`src/rtl/elastic_pipeline.sv`:
```
// Back-pressurable valid/ready pipeline of p_stages register stages with flush and occupancy.
// Build option: define ELASTIC_PIPELINE_RESET_DATA_EN to reset/flush the data registers to 0.
module elastic_pipeline #(
  parameter int p_width  = 32,
  parameter int p_stages = 8
) (
  input  logic                              i_clk,
  input  logic                              i_rst,
  input  logic                              i_valid,
  output logic                              o_ready,
  input  logic [p_width-1:0]                i_data,
  output logic                              o_valid,
  input  logic                              i_ready,
  output logic [p_width-1:0]                o_data,
  input  logic                              i_flush,
  output logic [$clog2(p_stages+1)-1:0]     o_occupancy
);

  localparam int lp_occ_w = $clog2(p_stages + 1);

  logic [p_stages-1:0] r_valid;
  logic [p_width-1:0]  r_data [p_stages];
  logic [lp_occ_w-1:0] r_occ;

  logic [p_stages-1:0] w_rdy;
  logic [p_stages-1:0] w_vin;
  logic [p_stages-1:0] w_valid_nxt;
  logic [lp_occ_w-1:0] w_occ_nxt;
  logic                w_in_xfer;

  // A stage may load when it is empty or everything downstream of it moves.
  // NOTE: every always_comb output gets a default first, so no path leaves it unassigned (no latch).
  always_comb begin
    w_rdy                = '0;
    w_rdy[p_stages-1]    = !r_valid[p_stages-1] || i_ready;
    for (int k = p_stages - 2; k >= 0; k--) begin
      w_rdy[k] = !r_valid[k] || w_rdy[k+1];
    end
  end

  assign o_ready   = w_rdy[0] && !i_rst && !i_flush;
  assign w_in_xfer = i_valid && o_ready;

  always_comb begin
    w_vin    = '0;
    w_vin[0] = w_in_xfer;
    for (int k = 1; k < p_stages; k++) begin
      w_vin[k] = r_valid[k-1];
    end

    w_valid_nxt = r_valid;
    for (int k = 0; k < p_stages; k++) begin
      if (w_rdy[k]) w_valid_nxt[k] = w_vin[k];
    end
    if (i_flush) w_valid_nxt = '0;

    w_occ_nxt = '0;
    for (int k = 0; k < p_stages; k++) begin
      w_occ_nxt = w_occ_nxt + lp_occ_w'(w_valid_nxt[k]);
    end
  end

  // NOTE: sequential state uses non-blocking assignments so all stages shift on the same edge.
  always_ff @(posedge i_clk) begin
    if (i_rst) begin
      r_valid <= '0;
      r_occ   <= '0;
    end else begin
      r_valid <= w_valid_nxt;
      r_occ   <= w_occ_nxt;
    end
  end

`ifdef ELASTIC_PIPELINE_RESET_DATA_EN
  always_ff @(posedge i_clk) begin
    if (i_rst || i_flush) begin
      for (int k = 0; k < p_stages; k++) r_data[k] <= '0;
    end else begin
      if (w_rdy[0] && w_in_xfer) r_data[0] <= i_data;
      for (int k = 1; k < p_stages; k++) begin
        if (w_rdy[k] && w_vin[k]) r_data[k] <= r_data[k-1];
      end
    end
  end
`else
  // NOTE: data registers carry no reset; their content is meaningless while the stage valid is 0.
  always_ff @(posedge i_clk) begin
    if (w_rdy[0] && w_in_xfer) r_data[0] <= i_data;
    for (int k = 1; k < p_stages; k++) begin
      if (w_rdy[k] && w_vin[k]) r_data[k] <= r_data[k-1];
    end
  end
`endif

  assign o_valid     = r_valid[p_stages-1];
  assign o_data      = r_data[p_stages-1];
  assign o_occupancy = r_occ;

endmodule

```
`config.mk`:
```
export PLATFORM = sky130hd
export DESIGN_NAME = elastic_pipeline
export DESIGN_NICKNAME = d
export VERILOG_FILES = /design/src/rtl/elastic_pipeline.sv
export SDC_FILE = /design/constraint.sdc
export NUM_CORES = 1
export LEC_CHECK = 0
export CAP_MARGIN = 20
export CORE_ASPECT_RATIO = 1.1
export CORE_MARGIN = 2
export CORE_UTILIZATION = 50
export CTS_BUF_LIST = sky130_fd_sc_hd__clkbuf_8
export DETAILED_ROUTE_END_ITERATION = 12
export PLACE_DENSITY_LB_ADDON = 0.15
export SETUP_SLACK_MARGIN = 0.3
export SYNTH_ARGS = -nofsm -noshare
export SYNTH_HDL_FRONTEND = slang
export SYNTH_SLANG_ARGS = --single-unit
```
`constraint.sdc`:
```
create_clock -name i_clk -period 5.2 [get_ports i_clk]
set_clock_uncertainty 0.2 [all_clocks]
set_input_delay 0.52 -clock i_clk [delete_from_list [all_inputs] [get_ports i_clk]]
set_output_delay 0.52 -clock i_clk [all_outputs]
set_load 0.02 [all_outputs]
```
==> out/results.ini, run 1 <==
[status]
status=finished, final reports clean

[clocking]
path_clk_slew_ps=60
holdBufCountCts=0
cts_buffers=39
ctsRootBufferMaster=clkbuf_8
cts_setup_buffers=0
worstSkewPairLatency_ps=500
cts_tree=built
clock-sinks=268
cts_buffer_depth=3
h-tree-depth=2
cts_resized=0

[detailed_routing]
totalWireLength_um=9040
via_per_inst=4.37
ant_nets=0
dr.pass1.iters=6
num_vias=3105
drt_iter0_drc=127
routed-wl-met3_um=621
highest_layer=met4
wl_met2_um=4170
wl_met1_um=3980
drc=0
wl_per_cell_um=12.7

[timing]
drv_slew=0
period_needed_ps=3920
fmax_mhz=255
worst_pin_slew_ps=997
rsz0062_at_grt=false
final.setup.tns_ps=0
maxSlewHeadroom_pct=33.4
finalCritPeriodShare_pct=75.4
setup_violations=0
report.final.hold_viol_count=0
finalWorstSetupSlack_ps=1280

[placement]
placed_cells=642
dp_slack_ps=785
place_congestion=0.799
hpwl_um=5660
port_buffers=74

[floorplanning]
pin_count=75
die-area_sq_um=18300
die_h_um=142
rows=50
die_x_um=129
core-area_sq_um=17000
initial_utilization_pct=50.7

[logic_synthesis]
synth_top_area_share_pct=89.4
syn_area_per_cell_sq_um=23.6
syn_nets=408
yosysTopAreaCell=edfxtp_1
netlist_instances=364
synth-async-reset-ratio_pct=0
ys_warn_count=0
synthFlopType=edfxtp_1
synthDistinctLibCells=28
yosys-top-cells-area=edfxtp_1 89%, dfxtp_1 2.8%, buf_4 2.8%
synth_seq_cells=268
ys_seq_area_share_pct=92.2
synth.most_common_cell=edfxtp_1
syn_area_sq_um=8600
synth_commonest_cells=256 x edfxtp_1, 32 x buf_4, 13 x nor2_1
synth_edf_count=256

[layout]
fin_cells=711
syn2layout_area_growth_pct=18.2
antennaDiodeCount=0
drive_above_1_share_pct=12.4
nets=493
post-route-util_pct=60.0

[grt]
grt_max_degree=33
antenna_found_initial=0
grt_overflow=0
grt_usage_pct=10.5
grt_pass1_wl_um=15100
grt_pass1_vias=3161

[power_and_ir_drop]
power_leakage_nw=3.34
power.total_mw=3.87
powerDensity_nw_per_um2=380
vdd_drop_max_mv=0.227

[hold_path]
hp-class=flip-flop to flip-flop

[setup_path]
path_max_fanout=5
arrival_ps=4100
critPathLaunchType=input port
worstSetupEndpointType=flip-flop
required_ps=5380
criticalPathCategory=input port to flip-flop

[flow_run]
drv_cap=0

==> layout by cell type, fill, tap and decap left out <==
cell type	n
nand4b_2	1
clkdlybuf4s50_1	74
nand3b_1	1
nor2b_1	2
a21oi_4	1
nor2b_2	2
buf_4	4
xor2_1	1
nor3_2	1
bufinv_16	1
and2_1	2
o21ba_1	1
clkbuf_8	41
inv_1	24
nor2_1	13
a21boi_4	2
or2_1	3
and4b_1	1
clkinv_2	4
dfxtp_1	12
clkinv_1	7
or2_4	1
a21oi_1	6
nand2_1	1
o21a_1	1
ha_1	3
nor3b_1	1
fa_1	4
a31oi_1	1
o21ai_1	2
nand3_1	2
a31oi_4	1
edfxtp_1	256
==> worst max-delay path, stage by stage <==
cell and delay [ps]:
clkdlybuf4s50_1 500, and4b_1 310, a31oi_1 270, nor2_1 90, fa_1 500, inv_1 50
fa_1 480, inv_1 50, fa_1 490, ha_1 190, inv_1 70, fa_1 370
xor2_1 160, nor2_1 60
==> path summary, 6_finish.rpt <==
check / from / to / slack (ps) / cells past startpoint
hold reg to reg: r_data[0][46] / r_data[0][78] / 210 / 0
hold / removal: r_data[0][46] / r_data[0][78] / 210 / 0
setup / recovery: i_ready / o_occupancy[2] / 1280 / 14
setup reg to reg: r_valid[6] / o_occupancy[2] / 1410 / 13
==> logic make-up (layout without fill, tap and decap cells) <==
logic type / Yosys count / after routing / synth area share, %
flip-flops: 268 / 268 / 92.2
buffers and inverters: 42 / 155 / 3.24
AND/OR/NAND/NOR: 31 / 31 / 2.07
AO/OA/AOI/OAI: 15 / 15 / 1.05
adder cells (fa/ha/maj): 7 / 7 / 1.37
XOR/XNOR: 1 / 1 / 0.102
==> power by group <==
part	internal (mW)	total, mW	switching, mW
Combinational	0.0285	0.0472	0.0187
Clock	0.777	1.46	0.681
Sequential	2.36	2.36	0.00462
Total	3.16	3.87	0.704
==> routing by layer <==
metal	GRT usage, %	vias up
met5	0	-
met4	5.72	0
met3	3.43	21
met2	15.3	102
met1	14.0	1445
li1	-	1537
==> area by class of cell <==
type	count	area, sq um
timing repair buffer	78	771
tap	234	293
fill	1231	6780
sequential	268	7930
clock buffer	41	564
clock inverter	28	136
multi-input combinational	54	448
inverter	8	30.0
==> metrics by stage <==
step / area, sq um / hold WS, ps
5_1_grt: 10200 / 208
4_1_cts: 10200 / 213
2_1_floorplan: 8600 / 200
6_report: 10200 / 205
3_5_place_dp: 9470 / 205
3_3_place_gp: 9470 / 204
==> flip-flops by register name, summed over array words and instances, names as in the netlist <==
| register | count |
|---|---|
| r_data | 256 |
| r_valid | 8 |
| o_occupancy | 4 |
Note: power is estimated with default switching activity, not from simulation.
==> inputs of run 2 (changes only) <==
- clock period: 5.2 -> 3.7 ns (I/O delays scaled with it)
==> run 2 against run 1 <==
  * Hold slack improved by 3.6 ps
  * Global-route usage grew 0.095 points
  * Flip-flop and latch count stayed put
  * Routed wire length rose by 0.93%
  * Non-clock buffer count increased by 10
  * Sequential share of layout area shrank 0.54 points
  * Critical path depth decreased by 1
  * Worst setup slack lost 1100 ps
  * Core utilization grew 0.50 points
  * Register-to-register slack got worse by 1300 ps
  * Power grew 39%
  * Largest cell class unchanged
  * Largest power group unchanged
==> out/results.ini, run 2 (synthesis results as in run 1) <==
[setup_path]
reg2reg_depth=12
path_max_fanout=3
criticalPathCategory=input port to flip-flop
worstSetupEndpointType=flip-flop
required_ps=3900
path_cells=clkdlybuf4s50_1 -> and4b_2 -> a31oi_4 -> nor2_2 -> fa_1 -> inv_2 -> fa_1 -> inv_1 -> fa_1 -> ha_2 -> inv_2 -> fa_2 -> nor2_1
slowest_stage=fa_1
critical_path.top_delay_family=adder cells
cpPeakStageDelay_ps=530
critPathLaunchType=input port
crit_buf_inv=4
crit_top_cell=fa_1
worst-path-stages=13
arrival_ps=3760

[timing]
finalCritPeriodShare_pct=96.1
maxSlewHeadroom_pct=34.1
setup_violations=0
fmax_mhz=281
rsz0062_at_grt=true
worst_pin_slew_ps=985
report.final.hold_viol_count=0
period_needed_ps=3560
hold_ws_ps=209
drv_slew=0

[detailed_routing]
drc=0
totalWireLength_um=9120
drt_iter0_drc=129
wl_met1_um=4030
highest_layer=met4
wl_met2_um=4150
via_per_inst=4.41
dr.pass1.iters=4
routed-wl-met3_um=641
num_vias=3181
wl_per_cell_um=12.6
ant_nets=0

[layout]
syn2layout_area_growth_pct=19.2
design_area_sq_um=10300
fin_cells=721
antennaDiodeCount=0
regMostFlops=r_data
largest_reg_flops=256
final_cell_mix=256 x edfxtp_1, 74 x clkdlybuf4s50_1, 41 x clkbuf_8, 27 x inv_1, 14 x buf_4
drive_above_1_share_pct=16.0
final_common_cell=edfxtp_1
nets=503
post-route-util_pct=60.5

[grt]
grt_overflow=0
grt_max_degree=33
antenna_found_initial=0
grt_usage_pct=10.6
grt_pass1_wl_um=15300
grt_pass1_vias=3239

[clocking]
ctsRootBufferMaster=clkbuf_8
cts_buffers=39
cts_tree=built
holdBufCountCts=0
worstSkewPairLatency_ps=500
path_clk_slew_ps=60
h-tree-depth=2
cts_buffer_depth=3
clock-sinks=268

[status]
status=finished, final reports clean

[placement]
place_congestion=0.807
placed_cells=650
placed_cell_area_sq_um=9530
port_buffers=74
hpwl_um=5780

[power_and_ir_drop]
power_leakage_nw=3.39
power.total_mw=5.38
vdd_drop_max_mv=0.246
powerDensity_nw_per_um2=524

[floorplanning]
die_h_um=142
initial_utilization_pct=50.7
rows=50
core-area_sq_um=17000
die-area_sq_um=18300
pin_count=75
die_x_um=129

[flow_run]
drv_cap=0

[hold_path]
hp-class=flip-flop to flip-flop
whs_path_depth=0

## run 2: cell count changes in the layout (fill, tap and decap cells not counted), moves of 2 or more
cell      before  now
clkinv_2       4    1
inv_1         24   27
dfxtp_1       12    7
dfxtp_2        0    3
buf_4          4   14
inv_2          0    2
clkinv_1       7    5
dfxtp_4        0    2
## run 2: through the flow
| stage | TNS, ps | setup slack, ps |
|---|---|---|
| after floorplan | 0 | 267 |
| after CTS | 0 | 165 |
| final | 0 | 144 |
| after detailed placement | -817 | -425 |
| after global placement | -622 | -336 |
| after global routing | 0 | 22.5 |
## run 2: repair_timing
item	CTS	global route
pin swaps	4	2
resized for setup	7	7
setup buffers	1	1
setup endpoints to repair	2	2
## run 2: final cells by class
type,count,area (sq um)
clock inverters,28,111
inverters,8,30.0
fillers,1225,6700
multi-input cells,54,472
well taps,234,293
repair buffers,88,846
flip-flops and latches,268,7940
clock buffers,41,564
## run 2: where the power goes
group | switching (mW) | total, mW | internal, mW
sequential | 0.00641 | 3.32 | 3.31
clock | 0.966 | 1.99 | 1.02
combinational | 0.0269 | 0.0697 | 0.0429
## run 2: final timing paths
| check | start | to | slack [ps] |
|---|---|---|---|
| worst max register to register | r_valid[6] | o_occupancy[1] | 160 |
| worst max-delay path | i_ready | o_occupancy[1] | 140 |
| worst min-delay path | r_data[0][43] | r_data[0][75] | 210 |
| worst min register to register | r_data[0][43] | r_data[0][75] | 210 |
## run 2: metal layers
metal	track usage, %	vias up
li1	-	1564
met1	13.7	1493
met2	15.7	96
met3	3.58	28
met4	5.95	0
met5	0	-
